==> src/rtl/tile_pixel_fetch_if.sv <==
// tile_pixel_fetch_if: timing, tile-map and ROM bus of the pixel fetch engine.
// i_*: from the timing generator, tile map and ROMs. o_*: from the fetch engine.
interface tile_pixel_fetch_if;
  logic        i_active;
  logic        i_frame_start;
  logic [1:0]  i_tile_kind;
  logic [11:0] i_ground_px;
  logic [11:0] i_platform_px;
  logic [11:0] i_coin_dark_px;
  logic [11:0] i_coin_mid_px;
  logic [11:0] i_coin_light_px;
  logic [4:0]  o_map_col;
  logic [4:0]  o_map_row;
  logic [9:0]  o_rom_addr;
  logic [11:0] o_pix_rgb;
  logic        o_pix_valid;
  modport master (
    output i_active, i_frame_start, i_tile_kind, i_ground_px, i_platform_px,
           i_coin_dark_px, i_coin_mid_px, i_coin_light_px,
    input  o_map_col, o_map_row, o_rom_addr, o_pix_rgb, o_pix_valid
  );
  modport slave (
    input  i_active, i_frame_start, i_tile_kind, i_ground_px, i_platform_px,
           i_coin_dark_px, i_coin_mid_px, i_coin_light_px,
    output o_map_col, o_map_row, o_rom_addr, o_pix_rgb, o_pix_valid
  );
endinterface

==> src/rtl/tile_pixel_fetch.sv <==
// tile_pixel_fetch: per-pixel tile/coin ROM fetch with a 3-cycle RGB pipeline.
// clk: pixel clock. rst_n: asynchronous active-low reset.
// bus (slave): active/frame_start timing, tile_kind map response, ROM pixel data in;
//   map_col/map_row tile position, shared rom_addr, pix_rgb/pix_valid stream out.
module tile_pixel_fetch #(
  parameter logic [11:0] TRANSPARENT = 12'hF0F,
  parameter logic [11:0] BG_RGB = 12'h6AF,
  parameter int ANIM_FRAMES = 8
) (
  input logic clk,
  input logic rst_n,
  tile_pixel_fetch_if.slave bus
);
  localparam int FW = ANIM_FRAMES > 1 ? $clog2(ANIM_FRAMES) : 1;
  logic [4:0] r_fx, r_fy, r_col, r_row;
  logic r_act_d;
  logic [FW-1:0] r_frm;
  logic [1:0] r_phase, r_k1, r_k2, r_p1, r_p2;
  logic r_t1, r_t2, r_a1, r_a2;
  logic [9:0] r_rom_addr;
  logic [11:0] r_rgb;
  logic r_valid;
  logic w_eol, w_win, w_transp, w_frm_wrap;
  logic [9:0] w_gaddr, w_caddr, w_addr;
  logic [11:0] w_src, w_rgb;
  always_comb begin
    w_eol = r_act_d & ~bus.i_active;
    w_frm_wrap = r_frm == FW'(ANIM_FRAMES - 1);
    w_win = r_fx >= 5'd4 && r_fx <= 5'd19 && r_fy >= 5'd4 && r_fy <= 5'd19;
    w_transp = bus.i_tile_kind == 2'd0 || (bus.i_tile_kind == 2'd3 && !w_win);
    w_gaddr = ({5'd0, r_fy} << 4) + ({5'd0, r_fy} << 3) + {5'd0, r_fx};
    w_caddr = (({5'd0, r_fy} - 10'd4) << 4) + {5'd0, r_fx} - 10'd4;
    w_addr = w_transp ? 10'd0 : bus.i_tile_kind == 2'd3 ? w_caddr : w_gaddr;
    w_src = r_k2 == 2'd1 ? bus.i_ground_px :
            r_k2 == 2'd2 ? bus.i_platform_px :
            r_p2 == 2'd0 ? bus.i_coin_dark_px :
            r_p2 == 2'd2 ? bus.i_coin_light_px : bus.i_coin_mid_px;
    w_rgb = !r_a2 ? 12'd0 : (r_t2 || w_src == TRANSPARENT) ? BG_RGB : w_src;
  end
  // frame_start outranks end-of-line and pixel advance; the pixel in its cycle still uses old coordinates
  always_ff @(posedge clk or negedge rst_n) begin
    if (!rst_n) begin
      r_fx <= '0;
      r_fy <= '0;
      r_col <= '0;
      r_row <= '0;
      r_act_d <= 1'b0;
      r_frm <= '0;
      r_phase <= '0;
    end else begin
      r_act_d <= bus.i_active;
      if (bus.i_frame_start) begin
        r_fx <= '0;
        r_fy <= '0;
        r_col <= '0;
        r_row <= '0;
      end else if (w_eol) begin
        r_fx <= '0;
        r_col <= '0;
        r_fy <= r_fy == 5'd23 ? 5'd0 : r_fy + 5'd1;
        r_row <= r_fy == 5'd23 ? r_row + 5'd1 : r_row;
      end else if (bus.i_active) begin
        r_fx <= r_fx == 5'd23 ? 5'd0 : r_fx + 5'd1;
        r_col <= r_fx == 5'd23 ? r_col + 5'd1 : r_col;
      end
      if (bus.i_frame_start) begin
        r_frm <= w_frm_wrap ? '0 : r_frm + FW'(1);
        r_phase <= w_frm_wrap ? r_phase + 2'd1 : r_phase;
      end
    end
  end
  // pixel attributes travel with the address so phase changes never hit in-flight pixels
  always_ff @(posedge clk or negedge rst_n) begin
    if (!rst_n) begin
      r_rom_addr <= '0;
      {r_k1, r_p1, r_t1, r_a1} <= '0;
      {r_k2, r_p2, r_t2, r_a2} <= '0;
      r_rgb <= '0;
      r_valid <= 1'b0;
    end else begin
      r_rom_addr <= w_addr;
      {r_k1, r_p1, r_t1, r_a1} <= {bus.i_tile_kind, r_phase, w_transp, bus.i_active};
      {r_k2, r_p2, r_t2, r_a2} <= {r_k1, r_p1, r_t1, r_a1};
      r_rgb <= w_rgb;
      r_valid <= r_a2;
    end
  end
  assign bus.o_map_col = r_col;
  assign bus.o_map_row = r_row;
  assign bus.o_rom_addr = r_rom_addr;
  assign bus.o_pix_rgb = r_rgb;
  assign bus.o_pix_valid = r_valid;
endmodule

==> src/flat_wrapper.sv <==
// flat-port wrapper written by rule: the top's interface ports become plain ports
module tile_pixel_fetch_flat 
#(
  parameter logic [11:0] TRANSPARENT = 12'hF0F,
  parameter logic [11:0] BG_RGB = 12'h6AF,
  parameter int ANIM_FRAMES = 8
)
  (clk, rst_n, bus_i_active, bus_i_frame_start, bus_i_tile_kind, bus_i_ground_px, bus_i_platform_px, bus_i_coin_dark_px, bus_i_coin_mid_px, bus_i_coin_light_px, bus_o_map_col, bus_o_map_row, bus_o_rom_addr, bus_o_pix_rgb, bus_o_pix_valid);
  tile_pixel_fetch_if bus_i ();
  input logic clk;
  input logic rst_n;
  input wire logic [$bits(bus_i.i_active)-1:0] bus_i_active;
  input wire logic [$bits(bus_i.i_frame_start)-1:0] bus_i_frame_start;
  input wire logic [$bits(bus_i.i_tile_kind)-1:0] bus_i_tile_kind;
  input wire logic [$bits(bus_i.i_ground_px)-1:0] bus_i_ground_px;
  input wire logic [$bits(bus_i.i_platform_px)-1:0] bus_i_platform_px;
  input wire logic [$bits(bus_i.i_coin_dark_px)-1:0] bus_i_coin_dark_px;
  input wire logic [$bits(bus_i.i_coin_mid_px)-1:0] bus_i_coin_mid_px;
  input wire logic [$bits(bus_i.i_coin_light_px)-1:0] bus_i_coin_light_px;
  output wire logic [$bits(bus_i.o_map_col)-1:0] bus_o_map_col;
  output wire logic [$bits(bus_i.o_map_row)-1:0] bus_o_map_row;
  output wire logic [$bits(bus_i.o_rom_addr)-1:0] bus_o_rom_addr;
  output wire logic [$bits(bus_i.o_pix_rgb)-1:0] bus_o_pix_rgb;
  output wire logic [$bits(bus_i.o_pix_valid)-1:0] bus_o_pix_valid;
  assign bus_i.i_active = bus_i_active;
  assign bus_i.i_frame_start = bus_i_frame_start;
  assign bus_i.i_tile_kind = bus_i_tile_kind;
  assign bus_i.i_ground_px = bus_i_ground_px;
  assign bus_i.i_platform_px = bus_i_platform_px;
  assign bus_i.i_coin_dark_px = bus_i_coin_dark_px;
  assign bus_i.i_coin_mid_px = bus_i_coin_mid_px;
  assign bus_i.i_coin_light_px = bus_i_coin_light_px;
  assign bus_o_map_col = bus_i.o_map_col;
  assign bus_o_map_row = bus_i.o_map_row;
  assign bus_o_rom_addr = bus_i.o_rom_addr;
  assign bus_o_pix_rgb = bus_i.o_pix_rgb;
  assign bus_o_pix_valid = bus_i.o_pix_valid;
  tile_pixel_fetch #(.TRANSPARENT(TRANSPARENT), .BG_RGB(BG_RGB), .ANIM_FRAMES(ANIM_FRAMES)) u_core (.clk(clk), .rst_n(rst_n), .bus(bus_i));
endmodule
==> config.mk <==
export PLATFORM = sky130hd
export DESIGN_NAME = tile_pixel_fetch_flat
export DESIGN_NICKNAME = d
export VERILOG_FILES = /design/src/rtl/tile_pixel_fetch_if.sv /design/src/rtl/tile_pixel_fetch.sv /design/src/flat_wrapper.sv
export SDC_FILE = /design/constraint.sdc
export NUM_CORES = 1
export LEC_CHECK = 0
export CAP_MARGIN = 15
export CORE_ASPECT_RATIO = 0.5
export CORE_UTILIZATION = 53
export DETAILED_ROUTE_END_ITERATION = 10
export HOLD_SLACK_MARGIN = 0.02
export PLACE_DENSITY = 0.9
export SLEW_MARGIN = 20
export SYNTH_ARGS = -nofsm -noshare
export SYNTH_HDL_FRONTEND = slang
export SYNTH_SLANG_ARGS = --single-unit
==> constraint.sdc <==
create_clock -name clk -period 4.7 [get_ports clk]
set_clock_uncertainty 0.05 [all_clocks]
set_input_delay 0.47 -clock clk [delete_from_list [all_inputs] [get_ports clk]]
set_output_delay 0.47 -clock clk [all_outputs]
set_load 0.01 [all_outputs]
# Word level (Yosys, flattened, before mapping)
# Cells that the tools add are included.
# totals
register_bits	60
inputBits	66
out_inout_bits	33
word_cells	81
# op_classes
add_sub_neg	11
n_lt_le_gt_ge	4
eq_ne	8
muxes	23
bitwise	2
n_reduce_logical	16
# op_table
op	count
2-to-1 mux 12 bit	6
2-to-1 mux 5 bit	14
adder 10 x 5 -> 10 bit	2
adder 5 x 1 -> 5 bit, second input constant	4
2-to-1 mux 10 bit	2
== test 12 bit, second input constant	1
adder 9 x 8 -> 10 bit	1
== test 5 bit, second input constant	2
>= comparator 5 x 3 -> 1 bit, second input constant	2
<= comparator 5 bit, second input constant	2
subtractor 10 x 3 -> 10 bit, second input constant	1
== test 2 bit, second input constant	3
AND reduction 2 bit	3
nonzero test 3 bit	2
subtractor 5 x 3 -> 6 bit, second input constant	1
logical AND 1 bit	4
zero test 2 bit	2
nonzero test 2 bit	2
adder 3 x 1 -> 3 bit, second input constant	1
== test 3 bit, second input constant	1
2-to-1 mux 3 bit	1
adder 2 x 1 -> 2 bit, second input constant	1
== test 2 x 1 -> 1 bit, second input constant	1
logical OR 1 bit	2
3 further kinds	3

# Longest topological paths before layout
# Gate-level depths: netlist of run 1.
# logic_depth
ltp_word	9
depth_mapped	10
depth_no_buf	10

# Worst setup path after synthesis of run 1
# No wires, ideal clock.
# synth_path
path_kind	flip-flop to flip-flop
startpoint	reg u_core.r_fy[2]
endpoint	reg u_core.r_rom_addr[9], in the netlist u_core.bus.o_rom_addr[9]
arrival_time_ps	2427
t_required_ps	4556
setup_slack_ps	2129
path_stages_with_launch	11
period_less_slack_ps	2571
cell_sequence	dfrtp_1 -> inv_1 -> ha_1 -> ha_1 -> ha_1 -> a21oi_1 -> mux2i_1 -> o31ai_1 -> a311oi_2 -> xor2_1 -> a211oi_1
# synth_between
elab_chain_cells	7
# synth_lines
element	line_no	source
start: declaration	tile_pixel_fetch.sv:15	logic [4:0] r_fx, r_fy, r_col, r_row;
start signal: assignment	tile_pixel_fetch.sv:60	r_fy <= r_fy == 5'd23 ? 5'd0 : r_fy + 5'd1;
branches (longest 6 deep; another with adder 10 x 5 -> 10 bit)	n/a	
2-to-1 mux 10 bit *	tile_pixel_fetch.sv:33	w_addr = w_transp ? 10'd0 : bus.i_tile_kind == 2'd3 ? w_caddr : w_gaddr;
via u_core.w_addr[9]	tile_pixel_fetch.sv:24	logic [9:0] w_gaddr, w_caddr, w_addr;
end signal: assignment	tile_pixel_fetch.sv:81	r_rom_addr <= w_addr;
end: declaration	tile_pixel_fetch.sv:20	logic [9:0] r_rom_addr;
# Mark *: on every way through the listed nets, which the timed path passes.
# A chain may end at the register's enable or synchronous reset.

# Worst setup path in the final report of run 1
# Ends and elaborated chain as after synthesis.

==> results.sh, run 1 <==
export IMPL_status="complete, no violations"
export IMPL_ys_async_sr_fraction_pct=100
export IMPL_portBuffers=98
export IMPL_cp_max_fo=9
export IMPL_die_h_um=61.4
export IMPL_setup_viol=0
export IMPL_seq_area_frac_synth_pct=40.1
export IMPL_fin_ws_ns=1.75
export IMPL_track_usage_pct=26.7
export IMPL_cp_required_ns=4.87
export IMPL_dr_pass1_iters=5
export IMPL_powerDensity_nw_per_um2=376
export IMPL_place_inst=562
export IMPL_ant_nets=0
export IMPL_min_path_type="input port to asynchronous set/reset pin"
export IMPL_dp_hpwl_um=6700
export IMPL_cp_start_kind="flop"
export IMPL_grt_pass1_wl_um=14900
export IMPL_synthFlopType="dfrtp_1"
export IMPL_dpl_worst_slack_ns=1.79
export IMPL_cts_tree="built"
export IMPL_drive_gt1_share_pct=6.17
export IMPL_postCtsSetupBuffers=0
export IMPL_via_count=3343
export IMPL_start_util_pct=55.4
export IMPL_antenna_found_initial=0
export IMPL_grt_start_max_net_pins=61
export IMPL_cp_end_kind="flop"
export IMPL_intPower_mw=1.37
export IMPL_cts_sinks=60
export IMPL_dpl_instance_area_sq_um=4770
export IMPL_cts_buffers_inserted=9
export IMPL_final_cells=578
export IMPL_insertedDiodeCount=0
export IMPL_die_w_um=121
export IMPL_final_common_cell="clkdlybuf4s50_1"
export IMPL_report_final_slew_viol_count=0
export IMPL_post_route_period_util_pct=62.7
export IMPL_wl_um=9540
export IMPL_ys_warn_count=0
export IMPL_ctsResizeCount=0
export IMPL_vias_per_cell=5.78
export IMPL_critical_path_arrival_ns=3.11
export IMPL_drv_cap=0
export IMPL_design_final_nets=583
export IMPL_io_pins=99
export IMPL_leakage_nw=2.26
export IMPL_setup_tns_ns=0
export IMPL_wl_per_cell_um=16.5
export IMPL_mostFrequentLayoutCells="clkdlybuf4s50_1, dfrtp_1, nand2_1, ha_1, nor2_1"
export IMPL_syn_to_final_growth_pct=36.5
export IMPL_syn_cell_area_sq_um=3740
export IMPL_sw_frac_of_total_pct=28.4
export IMPL_synth_fp_nets=486
export IMPL_hold_viol_final=0
export IMPL_drc=0
export IMPL_slew_headroom_pct=45.8
export IMPL_max_slew_worst_pin_slew_ns=0.807
export IMPL_path_class="flop to flop"
export IMPL_drtIter0Drc=336
export IMPL_grt_pass1_vias=3181
export IMPL_gr_total_overflow=0
export IMPL_clk_pin_slew_ns=0.06
export IMPL_min_period_ns=2.95
export IMPL_htree_levels=3
export IMPL_r2r_slack_ns=1.75
export IMPL_seq_power_share_pct=35.8
export IMPL_clockPowerShare_pct=38.5
export IMPL_cts_buffer_depth=2
export IMPL_place_gp_congestion=0.959
export IMPL_avgSynthCellArea_sq_um=9.74
export IMPL_synth_edf_count=0
export IMPL_dieArea_sq_um=7420
export IMPL_fp_row_count=21
export IMPL_max_vdd_ir_drop_mv=0.188
export IMPL_p_switching_mw=0.545
export IMPL_stdcell_area_sq_um=5100
export IMPL_clock_latency_ns=0.32
export IMPL_post_synth_num_cell_types=52
export IMPL_core_sq_um=6750
export IMPL_netlist_instances=384
export IMPL_pwr_share_comb_pct=25.7
export IMPL_cts_hold_repair_buffers=0
export IMPL_rsz0062_at_grt="no"
export IMPL_ys_seq_elements=60
export IMPL_root_buffer="clkbuf_16"
export IMPL_max_freq_mhz=339
-- layer usage --
layer / up-vias / GRT usage, % / share of wire [%]
met1: 1607 / 32.2 / 43
li1: 1578 / - / -
met2: 134 / 47.2 / 49
met3: 24 / 6.94 / 6.9
met4: 0 / 10.9 / 1.8
met5: - / 0 / 0
-- worst paths after layout --
path,from,to,depth (start not counted)
max in group asynchronous,rst_n,u_core.r_t1$_DFF_PN0_,2
worst min register to register,u_core.r_k1[1]$_DFF_PN0_,u_core.r_k2[1]$_DFF_PN0_,0
worst max register to register,u_core.r_fy[2]$_DFFE_PN0P_,u_core.bus.o_rom_addr[9]$_DFF_PN0_,10
min in group clk,u_core.r_k1[1]$_DFF_PN0_,u_core.r_k2[1]$_DFF_PN0_,0
worst min-delay path,rst_n,u_core.bus.o_pix_rgb[1]$_DFF_PN0_,2
worst max-delay path,u_core.r_fy[2]$_DFFE_PN0P_,u_core.bus.o_rom_addr[9]$_DFF_PN0_,10
-- power groups by stage --
stage | logic, mW | registers, mW | clock network, mW
2_1_floorplan | 0.330 | 0.655 | 0
3_3_place_gp | 0.466 | 0.690 | 0
3_5_place_dp | 0.481 | 0.695 | 0
4_1_cts | 0.491 | 0.689 | 0.747
5_1_grt | 0.541 | 0.700 | 0.776
6_report | 0.493 | 0.688 | 0.739
-- worst max-delay path, stage by stage (launching register included) --
cell      delay [ns]
dfrtp_1         0.52
inv_1           0.22
ha_1            0.25
ha_1            0.31
ha_1            0.35
a21oi_1         0.22
mux2i_1         0.23
o31ai_1         0.10
a311oi_2        0.22
xor2_1          0.11
a211oi_1        0.26
-- cell families (layout without fill, tap and decap cells) --
group,after synthesis,after routing,share of synthesized area (%)
multiplexers,22,22,6.26
buffers and inverters,35,137,3.98
XOR/XNOR,16,16,3.75
AO/OA/AOI/OAI,101,101,18.4
AND/OR/NAND/NOR,114,114,14.8
adder cells (fa/ha/maj),36,36,12.6
flip-flops,60,60,40.1
-- cells in the mapped netlist, types with 8 or more instances --
| library cell | number | area (sq um) |
|---|---|---|
| nor2_1 | 26 | 97.6 |
| o21ai_0 | 23 | 115 |
| a211oi_1 | 8 | 60.1 |
| nand2b_1 | 8 | 50.1 |
| nand2_1 | 33 | 124 |
| nand3_1 | 10 | 50.1 |
| mux2i_1 | 11 | 110 |
| nand4_1 | 8 | 50.1 |
| inv_1 | 22 | 82.6 |
| a21oi_1 | 16 | 80.1 |
| o211ai_1 | 12 | 90.1 |
| xor2_1 | 9 | 78.8 |
| ha_1 | 33 | 413 |
| mux2_2 | 11 | 124 |
| dfrtp_1 | 60 | 1500 |
-- flip-flops by register name (all words and copies together), names as in the netlist --
| register | cells |
|---|---|
| u_core.bus.o_map_col | 5 |
| u_core.bus.o_rom_addr | 10 |
| u_core.r_k1 | 2 |
| u_core.r_t1 | 1 |
| u_core.r_k2 | 2 |
| u_core.r_p2 | 2 |
| u_core.r_phase | 2 |
| u_core.r_act_d | 1 |
| u_core.r_frm | 3 |
| u_core.r_a2 | 1 |
| u_core.bus.o_map_row | 5 |
| u_core.r_fx | 5 |
| u_core.r_t2 | 1 |
| u_core.r_fy | 5 |
| u_core.bus.o_pix_rgb | 12 |
| u_core.r_p1 | 2 |
| u_core.bus.o_pix_valid | 1 |
-- through the flow --
stage | hold slack [ns] | power (mW) | utilization (%)
final | 0.244 | 1.92 | 75.6
after global routing | 0.291 | 2.02 | 75.6
after CTS | 0.283 | 1.93 | 75.6
after detailed placement | 0.286 | 1.18 | 70.7
after global placement | 0.285 | 1.16 | 70.7
after floorplan | 0.124 | 0.985 | -
-- cell type report --
class	instances	area, sq um
clock inverter	5	100
clock buffer	11	233
timing repair buffer	99	983
sequential	60	1500
tap	92	115
fill	438	1650
multi-input combinational	289	2090
inverter	22	82.6
No activity file was read; power rests on OpenSTA's default activity.
==> run 2: changes to the inputs <==
CORE_UTILIZATION = 44   (was 53)
PLACE_DENSITY = 0.8   (was 0.9)
clock period = 2.5 ns   (was 4.7 ns; I/O delays follow)
==> run 2 against run 1 <==
- setup slack got worse by 1.7 ns
- wire length rose by 2.3%
- non-clock buffer count rose by 26
- critical endpoint unchanged
- largest cell class unchanged
==> results.sh, run 2 (synthesized netlist as in run 1, its figures left out) <==
export IMPL_status="complete, no violations"
export IMPL_hold_start="u_core.r_k1[0]$_DFF_PN0_"
export IMPL_mostFrequentLayoutCells="clkdlybuf4s50_1, dfrtp_1, nand2_1"
export IMPL_clock_latency_ns=0.33
export IMPL_wl_um=9750
export IMPL_dieArea_sq_um=8890
export IMPL_reg2regPathDepth=10
export IMPL_fp_row_count=23
export IMPL_post_route_period_util_pct=97.3
export IMPL_cts_sinks=60
export IMPL_hold_viol_final=0
export IMPL_path_buf_inv=2
export IMPL_report_final_slew_viol_count=0
export IMPL_syn_to_final_growth_pct=44.0
export IMPL_fin_util_pct=66.3
export IMPL_cts_buffers_inserted=9
export IMPL_core_sq_um=8120
export IMPL_max_vdd_ir_drop_mv=0.379
export IMPL_design_final_nets=609
export IMPL_gr_total_overflow=0
export IMPL_slowest_delay_ns=0.43
export IMPL_via_count=3356
export IMPL_cp_max_fo=4
export IMPL_track_usage_pct=22.0
export IMPL_worstHoldEndpoint="u_core.r_k2[0]$_DFF_PN0_"
export IMPL_largest_register_ffs=12
export IMPL_min_period_ns=2.43
export IMPL_critical_path_arrival_ns=2.58
export IMPL_die_h_um=67.2
export IMPL_clk_pin_slew_ns=0.06
export IMPL_setup_viol=0
export IMPL_slew_headroom_pct=51.7
export IMPL_r2r_end="u_core.bus.o_rom_addr[9]$_DFF_PN0_"
export IMPL_grt_start_max_net_pins=40
export IMPL_drv_cap=0
export IMPL_min_path_type="flop to flop"
export IMPL_powerDensity_nw_per_um2=672
export IMPL_nFillCells=640
export IMPL_drive_gt1_share_pct=13.7
export IMPL_drtIter0Drc=187
export IMPL_grt_pass1_wl_um=15300
export IMPL_io_pins=99
export IMPL_whs_path_depth=0
export IMPL_seq_area_sq_um=1500
export IMPL_r2r_start="u_core.r_fy[0]$_DFFE_PN0P_"
export IMPL_drc=0
export IMPL_cts_tree="built"
export IMPL_portBuffers=98
export IMPL_dr_pass1_iters=5
export IMPL_dp_hpwl_um=6980
export IMPL_antenna_found_initial=0
export IMPL_crit_family="compound AO/OA/AOI/OAI gates"
export IMPL_cp_num_cells=10
export IMPL_cts_buffer_depth=2
export IMPL_final_common_cell="clkdlybuf4s50_1"
export IMPL_ant_nets=0
export IMPL_place_gp_congestion=0.880
export IMPL_start_util_pct=46.1
export IMPL_cp_start_kind="flop"
export IMPL_slowest_stage="dfrtp_1"
export IMPL_path_class="flop to flop"
export IMPL_vias_per_cell=5.38
export IMPL_crit_chain="inv_2 > ha_1 > inv_1 > ha_1 > nor2b_2 > o22a_1 > o311a_1 > a311oi_2 > xor2_1 > a211oi_2"
export IMPL_htree_levels=3
export IMPL_path_common_cell="ha_1"
export IMPL_max_slew_worst_pin_slew_ns=0.724
export IMPL_wl_per_cell_um=15.6
export IMPL_r2r_slack_ns=0.07
export IMPL_die_w_um=132
export IMPL_max_freq_mhz=411
export IMPL_leakage_nw=2.39
export IMPL_multi_input_area_sq_um=2140
export IMPL_cp_end_kind="flop"
export IMPL_root_buffer="clkbuf_16"
export IMPL_p_total_mw=3.62
export IMPL_insertedDiodeCount=0
export IMPL_cp_required_ns=2.65
export IMPL_grt_pass1_vias=3236
==> run 2: worst max path at each step <==
stage | start | slack (ns) | to
after CTS | u_core.r_fy[0]$_DFFE_PN0P_ | 0.009 | u_core.bus.o_rom_addr[9]$_DFF_PN0_
after detailed placement | u_core.r_fy[2]$_DFFE_PN0P_ | -0.02 | u_core.bus.o_rom_addr[9]$_DFF_PN0_
after global routing | u_core.r_fy[0]$_DFFE_PN0P_ | -0.03 | u_core.bus.o_rom_addr[9]$_DFF_PN0_
after global placement | u_core.r_fy[2]$_DFFE_PN0P_ | 0.09 | u_core.bus.o_rom_addr[9]$_DFF_PN0_
final | u_core.r_fy[0]$_DFFE_PN0P_ | 0.07 | u_core.bus.o_rom_addr[9]$_DFF_PN0_
after floorplan | u_core.r_fy[2]$_DFFE_PN0P_ | 0.01 | u_core.bus.o_rom_addr[9]$_DFF_PN0_
==> run 2: layout make-up <==
class / count / share of cell area (%)
Clock buffer: 9 / 4.18
Clock inverter: 7 / 1.84
Inverter: 22 / 1.53
Multi-Input combinational cell: 289 / 39.8
Sequential cell: 60 / 27.9
Tap cell: 112 / 2.60
Timing Repair Buffer: 125 / 22.2
==> run 2: metal layers <==
layer  track usage [%]  up-vias  routed length [um]
met5                 0        -                   0
met2              38.6      107                4730
met4              5.32        0                  89
li1                  -     1630                   -
met1              27.0     1609                4330
met3              6.68       10                 603
==> run 2: power breakdown <==
| part | leakage [nW] | total, mW | internal [mW] | switching (mW) |
|---|---|---|---|---|
| Clock | 0.156 | 1.34 | 0.878 | 0.464 |
| Sequential | 0.771 | 1.27 | 1.11 | 0.158 |
| Combinational | 1.46 | 1.01 | 0.551 | 0.457 |
| Total | 2.38 | 3.62 | 2.54 | 1.08 |
==> run 2: per-stage QoR <==
| stage | cell area [sq um] | cells | setup TNS [ns] | worst slack, ns | hold slack, ns |
|---|---|---|---|---|---|
| 2_1_floorplan | 3740 | 384 | 0 | 0.00962 | -0.0956 |
| 3_3_place_gp | 4980 | 604 | 0 | 0.0901 | 0.219 |
| 3_5_place_dp | 4980 | 604 | -0.0217 | -0.0217 | 0.217 |
| 4_1_cts | 5340 | 623 | 0 | 0.00874 | 0.293 |
| 5_1_grt | 5380 | 624 | -0.0348 | -0.0348 | 0.306 |
| 6_report | 5380 | 624 | 0 | 0.0671 | 0.292 |
==> run 2: worst reg2reg max path, stage by stage, from the launching register on <==
cell      delay, ns
dfrtp_1        0.43
inv_2          0.10
ha_1           0.14
inv_1          0.05
ha_1           0.32
nor2b_2        0.19
o22a_1         0.21
o311a_1        0.32
a311oi_2       0.21
xor2_1         0.20
a211oi_2       0.08
==> run 2: repair_timing <==
action | in CTS | in global routing
hold buffers | 1 | 0
pin swaps | 0 | 5
gates resized for setup | 2 | 10
setup endpoints to repair | 1 | 3
hold endpoints to repair | 21 | 0
setup buffers | 2 | 1
